===== src/rtl/gpio_dig_ctrl_pkg.sv =====
// Shared constants for the GPIO digital-test controller: widths, state encoding,
// default settings-bus addresses and register field positions.
package gpio_dig_ctrl_pkg;

  localparam int unsigned NUM_CH = 2;
  localparam int unsigned ADDR_W = 7;
  localparam int unsigned DATA_W = 32;
  localparam int unsigned GPIO_W = 16;
  localparam int unsigned CNT_W  = 4;
  localparam int unsigned DIG_W  = 2 * NUM_CH;

  localparam logic [ADDR_W-1:0] CTRL_ADDR_DEF = 7'd48;
  localparam logic [ADDR_W-1:0] GPIO_ADDR_DEF = 7'd49;

  localparam int unsigned CTRL_MASK_LSB  = 0;
  localparam int unsigned CTRL_MASK_MSB  = 1;
  localparam int unsigned CTRL_DELAY_LSB = 4;
  localparam int unsigned CTRL_DELAY_MSB = 7;
  localparam int unsigned GPIO_HOST_LSB  = 0;
  localparam int unsigned GPIO_HOST_MSB  = 15;

  typedef enum logic [1:0] {
    ST_IDLE  = 2'd0,
    ST_ARM   = 2'd1,
    ST_RUN   = 2'd2,
    ST_DRAIN = 2'd3
  } state_e;

  // Expand a per-channel mask to the {q,i} bit pair of each channel.
  function automatic logic [DIG_W-1:0] ch_bits(input logic [NUM_CH-1:0] mask);
    return {{2{mask[1]}}, {2{mask[0]}}};
  endfunction

endpackage


===== src/rtl/gpio_dig_ctrl_if.sv =====
// Settings bus, TX strobe, digital chain LSBs and pin outputs of gpio_dig_ctrl.
interface gpio_dig_ctrl_if;
  import gpio_dig_ctrl_pkg::*;

  logic                strobe;
  logic                serial_strobe;
  logic [ADDR_W-1:0]   serial_addr;
  logic [DATA_W-1:0]   serial_data;
  logic [NUM_CH-1:0]   i_dig;
  logic [NUM_CH-1:0]   q_dig;
  logic [NUM_CH-1:0]   enable_dig;
  logic [GPIO_W-1:0]   gpio_out;
  logic                dig_active;
  logic [1:0]          state_o;

  modport slave (
    input  strobe, serial_strobe, serial_addr, serial_data, i_dig, q_dig,
    output enable_dig, gpio_out, dig_active, state_o
  );

  modport master (
    output strobe, serial_strobe, serial_addr, serial_data, i_dig, q_dig,
    input  enable_dig, gpio_out, dig_active, state_o
  );

endinterface


===== src/rtl/gpio_dig_ctrl_regs.sv =====
// Settings-bus decode: control register (request mask, delay) and static host GPIO value.
module gpio_dig_ctrl_regs
  import gpio_dig_ctrl_pkg::*;
#(
  parameter logic [ADDR_W-1:0] CTRL_ADDR = CTRL_ADDR_DEF,
  parameter logic [ADDR_W-1:0] GPIO_ADDR = GPIO_ADDR_DEF
) (
  input  logic              clock,
  input  logic              reset,
  input  logic              serial_strobe_i,
  input  logic [ADDR_W-1:0] serial_addr_i,
  input  logic [DATA_W-1:0] serial_data_i,
  output logic [NUM_CH-1:0] req_mask_o,
  output logic [CNT_W-1:0]  delay_o,
  output logic [GPIO_W-1:0] host_gpio_o
);

  logic [NUM_CH-1:0] req_mask_q;
  logic [CNT_W-1:0]  delay_q;
  logic [GPIO_W-1:0] host_gpio_q;
  logic              ctrl_we;
  logic              gpio_we;
  logic              unused_data;

  assign ctrl_we     = serial_strobe_i && (serial_addr_i == CTRL_ADDR);
  assign gpio_we     = serial_strobe_i && (serial_addr_i == GPIO_ADDR);
  assign unused_data = ^serial_data_i[DATA_W-1:GPIO_W];

  always_ff @(posedge clock or posedge reset) begin
    if (reset) begin
      req_mask_q  <= '0;
      delay_q     <= '0;
      host_gpio_q <= '0;
    end else begin
      if (ctrl_we) begin
        req_mask_q <= serial_data_i[CTRL_MASK_MSB:CTRL_MASK_LSB];
        delay_q    <= serial_data_i[CTRL_DELAY_MSB:CTRL_DELAY_LSB];
      end
      if (gpio_we) begin
        host_gpio_q <= serial_data_i[GPIO_HOST_MSB:GPIO_HOST_LSB];
      end
    end
  end

  assign req_mask_o  = req_mask_q;
  assign delay_o     = delay_q;
  assign host_gpio_o = host_gpio_q;

endmodule


===== src/rtl/gpio_dig_ctrl.sv =====
// GPIO digital-test controller: sequences the TX digital chains through
// IDLE/ARM/RUN/DRAIN and muxes their captured LSBs onto the low GPIO pins.
module gpio_dig_ctrl
  import gpio_dig_ctrl_pkg::*;
#(
  parameter logic [ADDR_W-1:0] CTRL_ADDR = CTRL_ADDR_DEF,
  parameter logic [ADDR_W-1:0] GPIO_ADDR = GPIO_ADDR_DEF
) (
  input  logic           clock,
  input  logic           reset,
  gpio_dig_ctrl_if.slave bus
);

  logic [NUM_CH-1:0] req_mask;
  logic [CNT_W-1:0]  delay;
  logic [GPIO_W-1:0] host_gpio;

  state_e            state_q, state_d;
  logic [NUM_CH-1:0] act_q, act_d;
  logic [CNT_W-1:0]  cnt_q, cnt_d;
  logic [DIG_W-1:0]  dig_q, dig_d;
  logic [NUM_CH-1:0] en_q, en_d;
  logic [GPIO_W-1:0] gpio_q, gpio_d;
  logic              dact_q, dact_d;
  logic [DIG_W-1:0]  dig_sample;
  logic [DIG_W-1:0]  dig_sel;

  gpio_dig_ctrl_regs #(
    .CTRL_ADDR (CTRL_ADDR),
    .GPIO_ADDR (GPIO_ADDR)
  ) u_regs (
    .clock           (clock),
    .reset           (reset),
    .serial_strobe_i (bus.serial_strobe),
    .serial_addr_i   (bus.serial_addr),
    .serial_data_i   (bus.serial_data),
    .req_mask_o      (req_mask),
    .delay_o         (delay),
    .host_gpio_o     (host_gpio)
  );

  assign dig_sample = {bus.q_dig[1], bus.i_dig[1], bus.q_dig[0], bus.i_dig[0]};

  always_ff @(posedge clock or posedge reset) begin
    if (reset) begin
      state_q <= ST_IDLE;
      act_q   <= '0;
      cnt_q   <= '0;
      dig_q   <= '0;
      en_q    <= '0;
      gpio_q  <= '0;
      dact_q  <= 1'b0;
    end else begin
      state_q <= state_d;
      act_q   <= act_d;
      cnt_q   <= cnt_d;
      dig_q   <= dig_d;
      en_q    <= en_d;
      gpio_q  <= gpio_d;
      dact_q  <= dact_d;
    end
  end

  // ARM reacts to mask rewrites immediately; every other transition waits for a strobe.
  always_comb begin
    state_d = state_q;
    act_d   = act_q;
    cnt_d   = cnt_q;
    dig_d   = dig_q;
    unique case (state_q)
      ST_IDLE: begin
        if (bus.strobe && (req_mask != '0)) begin
          act_d   = req_mask;
          cnt_d   = delay;
          state_d = ST_ARM;
        end
      end
      ST_ARM: begin
        if (req_mask == '0) begin
          state_d = ST_IDLE;
        end else if (req_mask != act_q) begin
          act_d = req_mask;
          cnt_d = delay;
        end else if (bus.strobe) begin
          if (cnt_q == '0) state_d = ST_RUN;
          else             cnt_d   = cnt_q - CNT_W'(1);
        end
      end
      ST_RUN: begin
        if (bus.strobe) begin
          dig_d = dig_sample & ch_bits(act_q);
          if (req_mask != act_q) state_d = ST_DRAIN;
        end
      end
      ST_DRAIN: begin
        if (bus.strobe) begin
          if (req_mask != '0) begin
            act_d   = req_mask;
            cnt_d   = delay;
            state_d = ST_ARM;
          end else begin
            state_d = ST_IDLE;
          end
        end
      end
      default: state_d = ST_IDLE;
    endcase
  end

  // Registered outputs follow the current state one clock later.
  always_comb begin
    en_d    = '0;
    dact_d  = 1'b0;
    dig_sel = host_gpio[DIG_W-1:0];
    if (state_q == ST_RUN) begin
      en_d   = act_q;
      dact_d = 1'b1;
    end
    if ((state_q == ST_RUN) || (state_q == ST_DRAIN)) begin
      dig_sel = (dig_q & ch_bits(act_q)) | (host_gpio[DIG_W-1:0] & ~ch_bits(act_q));
    end
    gpio_d = {host_gpio[GPIO_W-1:DIG_W], dig_sel};
  end

  assign bus.enable_dig = en_q;
  assign bus.gpio_out   = gpio_q;
  assign bus.dig_active = dact_q;
  assign bus.state_o    = state_q;

endmodule


===== src/flat_wrapper.sv =====
// flat-port wrapper written by rule: the top's interface ports become plain ports
module gpio_dig_ctrl_flat import gpio_dig_ctrl_pkg::*;
#(
  parameter logic [ADDR_W-1:0] CTRL_ADDR = CTRL_ADDR_DEF,
  parameter logic [ADDR_W-1:0] GPIO_ADDR = GPIO_ADDR_DEF
)
  (clock, reset, bus_strobe, bus_serial_strobe, bus_serial_addr, bus_serial_data, bus_i_dig, bus_q_dig, bus_enable_dig, bus_gpio_out, bus_dig_active, bus_state_o);
  gpio_dig_ctrl_if bus_i ();
  input  logic clock;
  input  logic reset;
  input wire logic [$bits(bus_i.strobe)-1:0] bus_strobe;
  input wire logic [$bits(bus_i.serial_strobe)-1:0] bus_serial_strobe;
  input wire logic [$bits(bus_i.serial_addr)-1:0] bus_serial_addr;
  input wire logic [$bits(bus_i.serial_data)-1:0] bus_serial_data;
  input wire logic [$bits(bus_i.i_dig)-1:0] bus_i_dig;
  input wire logic [$bits(bus_i.q_dig)-1:0] bus_q_dig;
  output wire logic [$bits(bus_i.enable_dig)-1:0] bus_enable_dig;
  output wire logic [$bits(bus_i.gpio_out)-1:0] bus_gpio_out;
  output wire logic [$bits(bus_i.dig_active)-1:0] bus_dig_active;
  output wire logic [$bits(bus_i.state_o)-1:0] bus_state_o;
  assign bus_i.strobe = bus_strobe;
  assign bus_i.serial_strobe = bus_serial_strobe;
  assign bus_i.serial_addr = bus_serial_addr;
  assign bus_i.serial_data = bus_serial_data;
  assign bus_i.i_dig = bus_i_dig;
  assign bus_i.q_dig = bus_q_dig;
  assign bus_enable_dig = bus_i.enable_dig;
  assign bus_gpio_out = bus_i.gpio_out;
  assign bus_dig_active = bus_i.dig_active;
  assign bus_state_o = bus_i.state_o;
  gpio_dig_ctrl #(.CTRL_ADDR(CTRL_ADDR), .GPIO_ADDR(GPIO_ADDR)) u_core (.clock(clock), .reset(reset), .bus(bus_i));
endmodule

===== config.mk =====
export PLATFORM = sky130hd
export DESIGN_NAME = gpio_dig_ctrl_flat
export DESIGN_NICKNAME = d
export VERILOG_FILES = /design/src/rtl/gpio_dig_ctrl_pkg.sv /design/src/rtl/gpio_dig_ctrl_if.sv /design/src/rtl/gpio_dig_ctrl_regs.sv /design/src/rtl/gpio_dig_ctrl.sv /design/src/flat_wrapper.sv
export SDC_FILE = /design/constraint.sdc
export NUM_CORES = 1
export LEC_CHECK = 0
export ABC_AREA = 1
export BUFFER_PORTS_ARGS = -buffer_cell sky130_fd_sc_hd__buf_2
export CORE_MARGIN = 10
export CORE_UTILIZATION = 30
export CTS_CLUSTER_SIZE = 14
export DETAILED_ROUTE_END_ITERATION = 8
export PLACE_DENSITY = 0.57
export SLEW_MARGIN = 40
export SYNTH_ARGS = -nofsm -noshare
export SYNTH_HDL_FRONTEND = slang
export SYNTH_SLANG_ARGS = --single-unit

===== constraint.sdc =====
create_clock -name clock -period 2.2 [get_ports clock]
set_clock_uncertainty 0.1 [all_clocks]
set_input_delay 0.33 -clock clock [delete_from_list [all_inputs] [get_ports clock]]
set_output_delay 0.33 -clock clock [all_outputs]
set_load 0.02 [all_outputs]

### Yosys cells after proc, flatten, opt, wreduce, memory -nomap -nowiden

Index checks and enable logic that the tools add are counted.
W data, S select, Z words.

* bits in registers: 53
* input port bits: 47
* output and inout bits: 21
* logic and storage cells: 74

* $add $sub $neg: 1
* eq/ne operators: 18
* multiplexer cells: 27
* bitwise gates (word level): 5
* reduce and logical (&&, ||, !) cells: 13

Operators with widths (number)
* $mux W4: 8
* $mux W2: 14
* $eq A7 B6 Y1 const B: 2
* $reduce_and A7 Y1: 2
* $and A4 B4 Y4: 3
* $pmux W4 S3: 1
* $ne A3 B2 Y1 const B: 3
* $ne A2 B1 Y1 const B: 4
* $pmux W2 S4: 1
* $ne A2 B2 Y1 const B: 3
* $pmux W2 S3: 1
* $reduce_and A6 Y1: 1
* $eq A2 B2 Y1 const B: 2
* $logic_not A2 Y1: 2
* $logic_not A4 Y1: 1
* $not A4 Y4: 1
* $or A4 B4 Y4: 1
* $sub A4 B1 Y4 const B: 1
* $logic_and A1 B1 Y1: 3
* $ne A3 B1 Y1 const B: 1
* $ne A3 B3 Y1 const B: 1
* $reduce_bool A3 Y1: 1
* $eq A2 B1 Y1 const B: 1
* $mux W1: 2
* 4 further kinds: 4

### Longest topological paths before layout

Gate-level depths: netlist of the first run.

* depth in word-level cells: 6
* depth in mapped cells: 9
* depth with buffers taken out: 9

### Cells and area by module

From an unflattened synthesis of the first run, not the netlist that was laid out.

* cell total of the unflattened synthesis: 263
* area, all modules: 2364.8 um^2

Modules (own cells, without submodules)
* gpio_dig_ctrl: instances 1, cells an instance 153, area an instance 1377.6 um^2, sequential area each 775.7 um^2
* gpio_dig_ctrl_regs: instances 1, cells an instance 110, area an instance 987.2 um^2, sequential area each 550.5 um^2

### Worst setup path after synthesis of the first run

OpenSTA, ideal clock, no wires.

* path kind: reg-to-reg
* from: register u_core.state_q[0] (netlist: u_core.bus.state_o[0])
* to: register u_core.cnt_q[3]
* library setup time: 0.117 ns
* data arrival time: 1.219 ns
* data required time: 1.983 ns
* slack: 0.764 ns
* stages on the path, launching flop included: 8
* path buffers: 0
* period minus slack after synthesis: 1.436 ns
* cells stage by stage: dfrtp_1 inv_2 nor2_4 nand3_2 nand3_4 nand2_2 nand2_1 nand2_1

* cells in the longest elaborated chain, start to end: 3
* elaborated cells between the ends (all ways): 12
* those cells by class: eq/ne (8); mux (1); reduce/logical (3)

RTL lines
* start, declared: RTL line gpio_dig_ctrl.sv:18 `state_e state_q, state_d;`
* start signal, assigned: RTL line gpio_dig_ctrl.sv:54 `state_q <= state_d;`
* $eq A2 B1 Y1 (tied with other cells): RTL line gpio_dig_ctrl.sv:70 `unique case (state_q)`
* $ne A3 B3 Y1 (no line) (tied with other cells)
* $reduce_and A7 Y1 (no line)
* end signal, assigned: RTL line gpio_dig_ctrl.sv:56 `cnt_q <= cnt_d;`
* end, declared: RTL line gpio_dig_ctrl.sv:20 `logic [CNT_W-1:0] cnt_q, cnt_d;`

Several ways; a longest one is shown, not always the timed one.
A chain may end at the register's enable or synchronous reset.

### Worst setup path after layout of the first run

Ends and elaborated chain as after synthesis.

==> qor.yml, run 1 <==
logic_synthesis:
  syn-cell-area_um2: 2187
  async_flop_share_pct: 100.0
  synth_edf_count: 0
  synth.top_cells.by_count: "nand2_1 (86), dfrtp_1 (53), nand3_1 (34)"
  synth.area.top_cells: "dfrtp_1 (61%), nand2_1 (15%), nand3_1 (7.8%)"
  syn-instance-count: 236
  seq_area_frac_synth_pct: 60.64
  yosysMostFrequentCell: "nand2_1"
  synth_top_flop_cell: "dfrtp_1"
  synth-seq-cells: 53
  synth.distinct_cells: 20
  number_of_nets_in_the_synthesized_netlist: 284
  synth.avg_cell_area_um2: 9.267
  synth.yosys.warnings: 0
  synth.largest_area_cell: "dfrtp_1"
  synth_largest_type_area_fraction_pct: 60.64
place:
  placedInstanceArea_um2: 2570
  detailedPlacementHpwl_mm: 3.679
  gp_congestion: 0.7923
  io_buffers: 51
detailed_routing:
  route.detailed.drc: 0
  finalWirelength_mm: 4.872
  drt_first_pass_iters: 4
  dr_total_vias: 1698
  drtIter0Drc: 117
  drtAntennaViolNets: 0
  avgViaCountPerCell: 4.321
  routedWlPerCell_um: 12.40
critical_path:
  setup.worst_path.end_class: "flip-flop"
  critical_path_arrival_ps: 1620
  criticalPathCategory: "flip-flop to flip-flop"
  critical_path.max_fanout: 9
  crit_required_ps: 2300
  r2r-start: "u_core.bus.state_o[0]"
  setup.worst_path.start_class: "flip-flop"
  critical_path.reg2reg.endpoint: "u_core.cnt_q[3]"
  reg2reg_depth: 7
  reg_to_reg_slack_setup_ps: 680
floorplanning:
  placementRows: 31
  ios: 68
  core_um2: 7176
  chipWidth_um: 105.4
  die_h_um: 105.4
  starting_density_of_the_core_pct: 30.48
  floorplan.die_area_um2: 11110
timing:
  finalHoldViolCount: 0
  slew-limit-headroom_pct: 56.22
  worstMarginPinSlew_ps: 656.6
  tns_ps: 0
  period_share_pct: 69.14
  period_needed_ps: 1521
  fmax_mhz: 657.5
  finalMaxSlewViolations: 0
  report.final.setup_viol: 0
  timing.hold.ws_ps: 98.40
  grt_setup_unrepaired: "false"
cells_and_area:
  design.final.nets: 341
  diodes: 0
  design_area_um2: 2654
  utilization_pct: 36.98
  p_r_area_growth_vs_syn_pct: 21.34
  layout-drive-gt1-share_pct: 24.83
cts:
  ctsLongestPathBuffers: 2
  post_cts.resized_instances: 0
  postCtsHoldBufs: 0
  insertion_delay_ps: 300
  h_tree_level_count: 2
  postCtsSetupRepairBufs: 0
  tritoncts: "yes"
  cts-buffers-inserted: 5
  clk_pin_slew_worst_paths_ps: 100
  cts_num_sinks: 53
  root_buffer: "clkbuf_8"
grt:
  grt_start_max_net_pins: 54
  first_global_vias: 1758
  track_usage_pct: 9.010
  wire_length_of_the_first_global_routing_pass_mm: 8.397
  globalRouteOverflowTotal: 0
  number_of_antenna_violations_at_the_first_check_in_global_routing: 0
outcome:
  outcome: "finished, final reports clean"
min_path:
  hold_path_class: "primary input to asynchronous set/reset pin"
power_and_ir_drop:
  power.static_leakage_nw: 1.462
  worst_case_vdd_ir_drop_uv: 309.8
  power.density_nw_per_um2: 924.5
run:
  maxCapViolations: 0
report_power, final:
group | switching (W) | internal (W) | total (W)
clock | 0.000312 | 0.000226 | 0.000538
sequential | 0.0000993 | 0.00112 | 0.00122
combinational | 0.000443 | 0.000254 | 0.000697
through the flow:
step	total power (W)	worst slack, ps	cells
floorplan	0.001744	483.8	236
global placement	0.001932	515.0	385
detailed placement	0.001947	481.1	385
CTS	0.002486	664.8	393
global route	0.002651	525.5	393
finish	0.002453	679.0	393
area by class of cell:
type / instances / area (µm²)
clock buffer: 7 / 76.32
clock inverter: 1 / 7.507
fill: 766 / 4522
inverter: 22 / 82.58
multi-input combinational: 157 / 759.5
sequential: 53 / 1326
tap: 99 / 123.9
timing repair buffer: 54 / 277.8
sequential cells by signal, summed over array words and instances (netlist names), named ones only:
| register | cells |
|---|---|
| u_core.dig_q | 4 |
| u_core.u_regs.req_mask_o | 2 |
| u_core.bus.gpio_out | 16 |
| u_core.act_q | 2 |
| u_core.bus.state_o | 1 |
| u_core.cnt_q | 4 |
| u_core.u_regs.delay_o | 4 |
| u_core.u_regs.host_gpio_o | 16 |
| u_core.bus.enable_dig | 2 |
| u_core.bus.dig_active | 1 |
per-layer routing:
layer	up-vias	routed length, µm	GRT usage, %
li1	865	-	-
met1	797	2286	11.14
met2	31	2281	14.84
met3	5	238	2.314
met4	0	65	3.235
met5	-	0	0
critical path, cell delays in order, from the launching register on:
cell and delay, ps:
dfrtp_1 490, inv_2 100, nor2_4 130, nand3_2 210, nand3_4 180, nand2_2 90
nand2_1 70, nand2_1 50
kinds of logic after synthesis:
group,synth area share (%)
simple gates,29.52
flops,60.64
fa+ha+maj,0.5720
compound gates,3.833
buf+inv,4.634
xor+xnor,0.8011
placed cells by master, fill, tap and decap left out:
cell,instances
clkbuf_8,5
buf_2,51
nor2_4,2
nor4_4,1
clkbuf_1,2
clkinvlp_4,1
o21ai_2,1
nand3_2,2
clkinv_1,1
buf_4,3
nand3_4,1
inv_2,3
xnor2_1,2
nand3_1,34
nor2_1,7
nand2_2,2
nand4_1,2
nand2_1,86
nand3b_4,1
dfrtp_1,53
ha_1,1
inv_1,18
o21ai_0,15
worst max-delay path by stage:
stage	from	end	slack (ps)	cells after the start
floorplan	reset	asynchronous set/reset pin	480	1
global placement	bus_serial_addr[6]	u_core.u_regs.host_gpio_o[7]	510	6
detailed placement	bus_serial_addr[6]	u_core.u_regs.host_gpio_o[4]	480	6
CTS	u_core.bus.state_o[0]	u_core.cnt_q[3]	660	7
global route	u_core.bus.state_o[0]	u_core.cnt_q[3]	530	7
finish	u_core.bus.state_o[0]	u_core.cnt_q[3]	680	7
Power figures use the tool's default switching activity.
==> inputs of run 2 (changes only) <==
--- a/config.mk
+++ b/config.mk
@@ -5,7 +5,7 @@
 export SDC_FILE = /design/constraint.sdc
 export NUM_CORES = 1
 export LEC_CHECK = 0
-export ABC_AREA = 1
+export ABC_AREA = 0
 export BUFFER_PORTS_ARGS = -buffer_cell sky130_fd_sc_hd__buf_2
 export CORE_MARGIN = 10
 export CORE_UTILIZATION = 30
==> constraint.sdc (replaced) <==
create_clock -name clock -period 1.4 [get_ports clock]
set_clock_uncertainty 0.1 [all_clocks]
set_input_delay 0.21 -clock clock [delete_from_list [all_inputs] [get_ports clock]]
set_output_delay 0.21 -clock clock [all_outputs]
set_load 0.02 [all_outputs]
==> run 2 against run 1 <==
Effect of this change: die area is 0.88% lower; the flow now finishes with violations (setup timing); hold slack worse by 63 ps; core utilization is 5.2 points higher; cell count is 16% lower; synthesized cell count is 36% lower; global-route usage is 0.41 points lower; sequential share of layout area is 4.5 points lower; highest routed layer unchanged; largest cell class unchanged; largest power group unchanged; critical path type unchanged.
==> qor.yml, run 2 <==
logic_synthesis:
  synth.area.top_cells: "dfrtp_1 (61%), mux2_2 (9.4%), mux2_4 (6.9%)"
  synth.distinct_cells: 39
  synth.largest_area_cell: "dfrtp_1"
  synth.top_cells.by_count: "dfrtp_1 (53), mux2_2 (18), nand2_1 (14)"
  synth_largest_type_area_fraction_pct: 61.31
  seq_area_frac_synth_pct: 61.31
  synth.yosys.warnings: 0
  syn-instance-count: 152
  synth-seq-cells: 53
  number_of_nets_in_the_synthesized_netlist: 200
  synth.avg_cell_area_um2: 14.23
  synth_top_flop_cell: "dfrtp_1"
  yosysMostFrequentCell: "dfrtp_1"
  synth_edf_count: 0
  async_flop_share_pct: 100.0
  syn-cell-area_um2: 2163
grt:
  track_usage_pct: 8.595
  grt_start_max_net_pins: 54
  globalRouteOverflowTotal: 0
  first_global_vias: 1588
  wire_length_of_the_first_global_routing_pass_mm: 7.797
  number_of_antenna_violations_at_the_first_check_in_global_routing: 0
detailed_routing:
  dr_total_vias: 1416
  drtIter0Drc: 17
  finalWirelength_mm: 4.496
  route.detailed.drc: 0
  drtAntennaViolNets: 0
  routedWlPerCell_um: 13.58
  avgViaCountPerCell: 4.278
  drt_first_pass_iters: 4
timing:
  report.final.setup_viol: 6
  period_needed_ps: 1674
  finalMaxSlewViolations: 0
  finalHoldViolCount: 0
  fmax_mhz: 597.5
  slew-limit-headroom_pct: 81.55
  final.setup.worst_slack_ps: -273.6
  worstMarginPinSlew_ps: 274.3
  grt_setup_unrepaired: "true"
  period_share_pct: 119.5
min_path:
  hold_path_class: "primary input to flip-flop"
critical_path:
  crit_required_ps: 1520
  cp-startpoint: "u_core.cnt_q[1]"
  critical_path.max_fanout: 4
  critical_path_buf_inv_count: 1
  r2r-start: "u_core.cnt_q[1]"
  setup.worst_path.end_class: "flip-flop"
  slowest_delay_ps: 390
  reg2reg_depth: 5
  critical_path_arrival_ps: 1790
  criticalPathCategory: "flip-flop to flip-flop"
  reg_to_reg_slack_setup_ps: -270
  setup.worst_path.start_class: "flip-flop"
  cell_family_with_most_cp_delay: "simple AND/OR/NAND/NOR gates"
  cpMaxStageDelayCell: "or3b_4"
  critical_path.cell_chain: "inv_1 > ha_2 > or3b_4 > or3_1 > o31ai_2"
  crit_cells: 5
power_and_ir_drop:
  power.density_nw_per_um2: 1230
  power.static_leakage_nw: 1.552
  switching_power_w: 0.001014
  combinational_cell_fraction_of_total_power_pct: 27.4
  seq_power_share_pct: 49.5
  worst_case_vdd_ir_drop_uv: 547.2
  pwr-share-clk_pct: 23.1
  power_report.internal_total_w: 0.002572
  swShare_pct: 28.28
place:
  place_inst: 319
  io_buffers: 51
  gp_congestion: 0.7705
  detailedPlacementHpwl_mm: 3.357
floorplanning:
  chipWidth_um: 104.9
  ios: 68
  floorplan.die_area_um2: 11010
  die_h_um: 104.9
  placementRows: 30
  starting_density_of_the_core_pct: 31.32
  core_um2: 6907
cts:
  ctsLongestPathBuffers: 2
  insertion_delay_ps: 300
  h_tree_level_count: 2
  root_buffer: "clkbuf_8"
  clk_pin_slew_worst_paths_ps: 90
  cts-buffers-inserted: 5
  cts_num_sinks: 53
  tritoncts: "yes"
outcome:
  outcome: "finished, violations left"
  failed_checks: "setup timing"
cells_and_area:
  final.fill_count: 681
  layout-drive-gt1-share_pct: 56.60
  utilization_pct: 42.23
  finish.cell_count_without_fillers: 331
  diodes: 0
  design.final.nets: 282
  final_cell_mix: "dfrtp_1 (53), buf_2 (51), buf_4 (23)"
  p_r_area_growth_vs_syn_pct: 34.82
  layout.cells.most_common: "dfrtp_1"
run:
  maxCapViolations: 0
-- run 2: changes by cell type after synthesis, moves of 5 or more --
cell,change
inv_1,-13
mux2_2,+18
mux2_4,+10
nand2_1,-72
nand3_1,-31
nor2_1,-5
o21ai_0,-10
-- run 2: cell families after synthesis --
logic type	count (synthesis)	share of synthesized area [%]
AOI/OAI and AO/OA	16	5.379
DFF	53	61.31
xor gates and xnor gates	2	0.8099
muxes	30	17.24
and+or+nand+nor	39	11.68
adders and majority gates	1	0.5783
buffers and inverters	11	3.007
-- run 2: power groups by stage --
stage / clock network, W / registers (W) / logic (W)
after floorplan: 0 / 0.00187 / 0.000424
after global placement: 0 / 0.00179 / 0.000881
after detailed placement: 0 / 0.00180 / 0.000887
after CTS: 0.000868 / 0.00177 / 0.000981
after global routing: 0.000942 / 0.00180 / 0.00108
final: 0.000827 / 0.00178 / 0.000984
-- run 2: layer usage --
metal	up-vias	global-route usage, %	wire, µm
li1	693	-	-
met1	682	10.15	1974
met2	37	14.01	2141
met3	4	3.440	342
met4	0	2.647	38
met5	-	0	0
-- run 2: cell type report --
cell class | count | area (µm²) | share of cell area, %
Sequential cell | 53 | 1326 | 45.47
Clock inverter | 3 | 17.52 | 0.6006
Inverter | 6 | 26.28 | 0.9009
Tap cell | 96 | 120.1 | 4.118
Timing Repair Buffer | 80 | 520.5 | 17.85
Clock buffer | 5 | 68.82 | 2.360
Multi-Input combinational cell | 88 | 837.1 | 28.70
-- run 2: how the worst min path moves through the flow --
stage	startpoint	endpoint	slack, ps	cells after the start
after CTS	bus_serial_data[2]	u_core.u_regs.host_gpio_o[2]	20	2
after floorplan	reset	asynchronous set/reset pin	170	1
after detailed placement	reset	u_core.bus.gpio_out[2]	210	3
final	bus_serial_data[2]	u_core.u_regs.host_gpio_o[2]	40	2
after global routing	bus_serial_data[2]	u_core.u_regs.host_gpio_o[2]	20	2
after global placement	reset	u_core.u_regs.host_gpio_o[2]	200	3
-- run 2: worst reg2reg max path: cells and delay by family, from the launching register on --
family,cells,cell delay [ps]
adders and majority gates,1,170
buffers and inverters,1,60
DFF,1,380
AOI/OAI and AO/OA,1,170
and+or+nand+nor,2,720
-- run 2: what timing repair did --
item,in CTS,in global routing
pin swaps,5,0
hold endpoints to repair,53,0
hold buffers,1,0
endpoints found under the setup margin,12,13
gates resized for setup,11,3
setup buffers,3,0
gates cloned,0,0
-- run 2: per-stage QoR --
step	worst slack (ps)	hold slack (ps)	setup TNS, ps	area [µm²]	power (W)
final	-273.6	35.76	-945.1	2917	0.003586
after global routing	-359.1	17.70	-1565	2917	0.003822
after CTS	-278.7	24.87	-948.6	2905	0.003622
after detailed placement	-264.8	208.1	-2888	2716	0.002685
after global placement	-230.5	204.6	-2270	2716	0.002675
after floorplan	-270.5	171.4	-1496	2171	0.002291
==> inputs of run 3 (changes only) <==
--- a/config.mk
+++ b/config.mk
@@ -11,6 +11,7 @@
 export CORE_UTILIZATION = 30
 export CTS_CLUSTER_SIZE = 14
 export DETAILED_ROUTE_END_ITERATION = 8
+export GPL_TIMING_DRIVEN = 0
 export PLACE_DENSITY = 0.57
 export SLEW_MARGIN = 40
 export SYNTH_ARGS = -nofsm -noshare
==> run 3 against run 2 <==
Effect of this change: the flow still finishes with violations (setup timing); largest power group unchanged; first-iteration DRC count increased to 2.7 times the previous value; sequential power hardly changed; critical path type unchanged; combinational power is 5.4% lower; die area unchanged; power up 5.7%.
==> qor.yml, run 3 (synthesized netlist as in run 2, its figures left out) <==
run:
  maxCapViolations: 0
cells_and_area:
  utilization_pct: 41.67
  diodes: 0
  design.final.nets: 270
  finish.cell_count_without_fillers: 319
  layout-drive-gt1-share_pct: 56.50
  p_r_area_growth_vs_syn_pct: 33.02
  layout.cells.most_common: "buf_2"
  final_cell_mix: "buf_2 (51), dfrtp_1 (50), mux2_2 (16)"
critical_path:
  setup.worst_path.end_class: "flip-flop"
  reg2reg_depth: 5
  cpMaxStageDelayCell: "or3b_4"
  reg_to_reg_slack_setup_ps: -310
  critical_path.max_fanout: 4
  crit_cells: 5
  critical_path_arrival_ps: 1830
  r2r-start: "u_core.cnt_q[0]"
  critical_path_buf_inv_count: 1
  slowest_delay_ps: 410
  critical_path.cell_chain: "inv_1 > ha_2 > or3b_4 > or3_4 > o31ai_2"
  cp-startpoint: "u_core.cnt_q[0]"
  cell_family_with_most_cp_delay: "simple AND/OR/NAND/NOR gates"
  criticalPathCategory: "flip-flop to flip-flop"
  crit_required_ps: 1520
  setup.worst_path.start_class: "flip-flop"
timing:
  tns_ps: -1318
  finalHoldViolCount: 0
  final.setup.worst_slack_ps: -311.4
  slew-limit-headroom_pct: 69.21
  timing.hold.ws_ps: 38.99
  worstMarginPinSlew_ps: 460.9
  finalMaxSlewViolations: 0
  fmax_mhz: 584.3
  period_needed_ps: 1711
  report.final.setup_viol: 8
  grt_setup_unrepaired: "true"
  period_share_pct: 122.2
detailed_routing:
  drtAntennaViolNets: 0
  route.detailed.drc: 0
  routedWlPerCell_um: 14.34
  drtIter0Drc: 46
  avgViaCountPerCell: 4.367
  drt_first_pass_iters: 4
  finalWirelength_mm: 4.573
  dr_total_vias: 1393
min_path:
  min_delay_worst_endpoint: "u_core.u_regs.host_gpio_o[14]"
  hold_start: "bus_serial_data[14]"
  hold_path_class: "primary input to flip-flop"
  worst_hold_path.num_cells: 2
grt:
  wire_length_of_the_first_global_routing_pass_mm: 7.617
  first_global_vias: 1541
  grt_start_max_net_pins: 25
  globalRouteOverflowTotal: 0
  number_of_antenna_violations_at_the_first_check_in_global_routing: 0
  track_usage_pct: 8.483
floorplanning:
  die_h_um: 104.9
  core_um2: 6907
  starting_density_of_the_core_pct: 31.32
  ios: 68
  floorplan.die_area_um2: 11010
  chipWidth_um: 104.9
  placementRows: 30
place:
  place_inst: 300
  gp_congestion: 0.7318
  io_buffers: 50
  detailedPlacementHpwl_mm: 3.298
power_and_ir_drop:
  power.density_nw_per_um2: 1317
  worst_case_vdd_ir_drop_uv: 599.0
  power.static_leakage_nw: 1.504
  final_total_power_w: 0.003789
cts:
  root_buffer: "clkbuf_8"
  insertion_delay_ps: 300
  clk_pin_slew_worst_paths_ps: 100
  cts_num_sinks: 53
  h_tree_level_count: 2
  cts-buffers-inserted: 5
  ctsLongestPathBuffers: 2
  tritoncts: "yes"
outcome:
  outcome: "finished, violations left"
  failed_checks: "setup timing"
run 3: changes by cell type in the layout (fill, tap and decap cells not counted), sizes merged:
cell | before | now
clkinv | 2 | 0
bufinv | 0 | 1
clkbuf | 5 | 6
buf | 79 | 67
run 3: area by class of cell:
type | instances | area [µm²]
Multi-Input combinational cell | 88 | 857.1
Timing Repair Buffer | 64 | 389.1
Clock inverter | 2 | 37.54
Inverter | 6 | 26.28
Sequential cell | 53 | 1330
Clock buffer | 6 | 82.58
Buffer | 4 | 35.03
Fill cell | 681 | 4029
Tap cell | 96 | 120.1
run 3: per-stage QoR:
step / setup WS [ps] / cell area (µm²)
2_1_floorplan: -270.5 / 2171
3_3_place_gp: -348.2 / 2541
3_5_place_dp: -376.4 / 2584
4_1_cts: -306.1 / 2819
5_1_grt: -363.2 / 2878
6_report: -311.4 / 2878
run 3: worst max-delay path by stage:
stage	slack (ps)	endpoint
finish	-310	flip-flop
global route	-360	flip-flop
CTS	-310	flip-flop
detailed placement	-380	flip-flop
global placement	-350	flip-flop
floorplan	-270	flip-flop
run 3: where the power goes:
group | internal (W) | switching (W) | leakage [nW] | total, W
registers | 0.00169 | 0.000115 | 0.715 | 0.00180
clock network | 0.000581 | 0.000472 | 0.0574 | 0.00105
logic | 0.000506 | 0.000425 | 0.732 | 0.000931
run 3: layer usage:
metal | share of wire, % | track usage (%) | vias to the layer above
met5 | 0 | 0 | -
met4 | 1.2 | 2.941 | 0
met3 | 8.0 | 3.808 | 5
met2 | 48 | 13.26 | 43
met1 | 43 | 10.12 | 676
li1 | - | - | 669
run 3: timing repair:
item,in CTS,in global routing
setup endpoints to repair,9,12
pin swaps,1,4
setup buffers,8,3
hold buffers,1,0
gates resized for setup,7,12
endpoints found under the hold margin,16,0
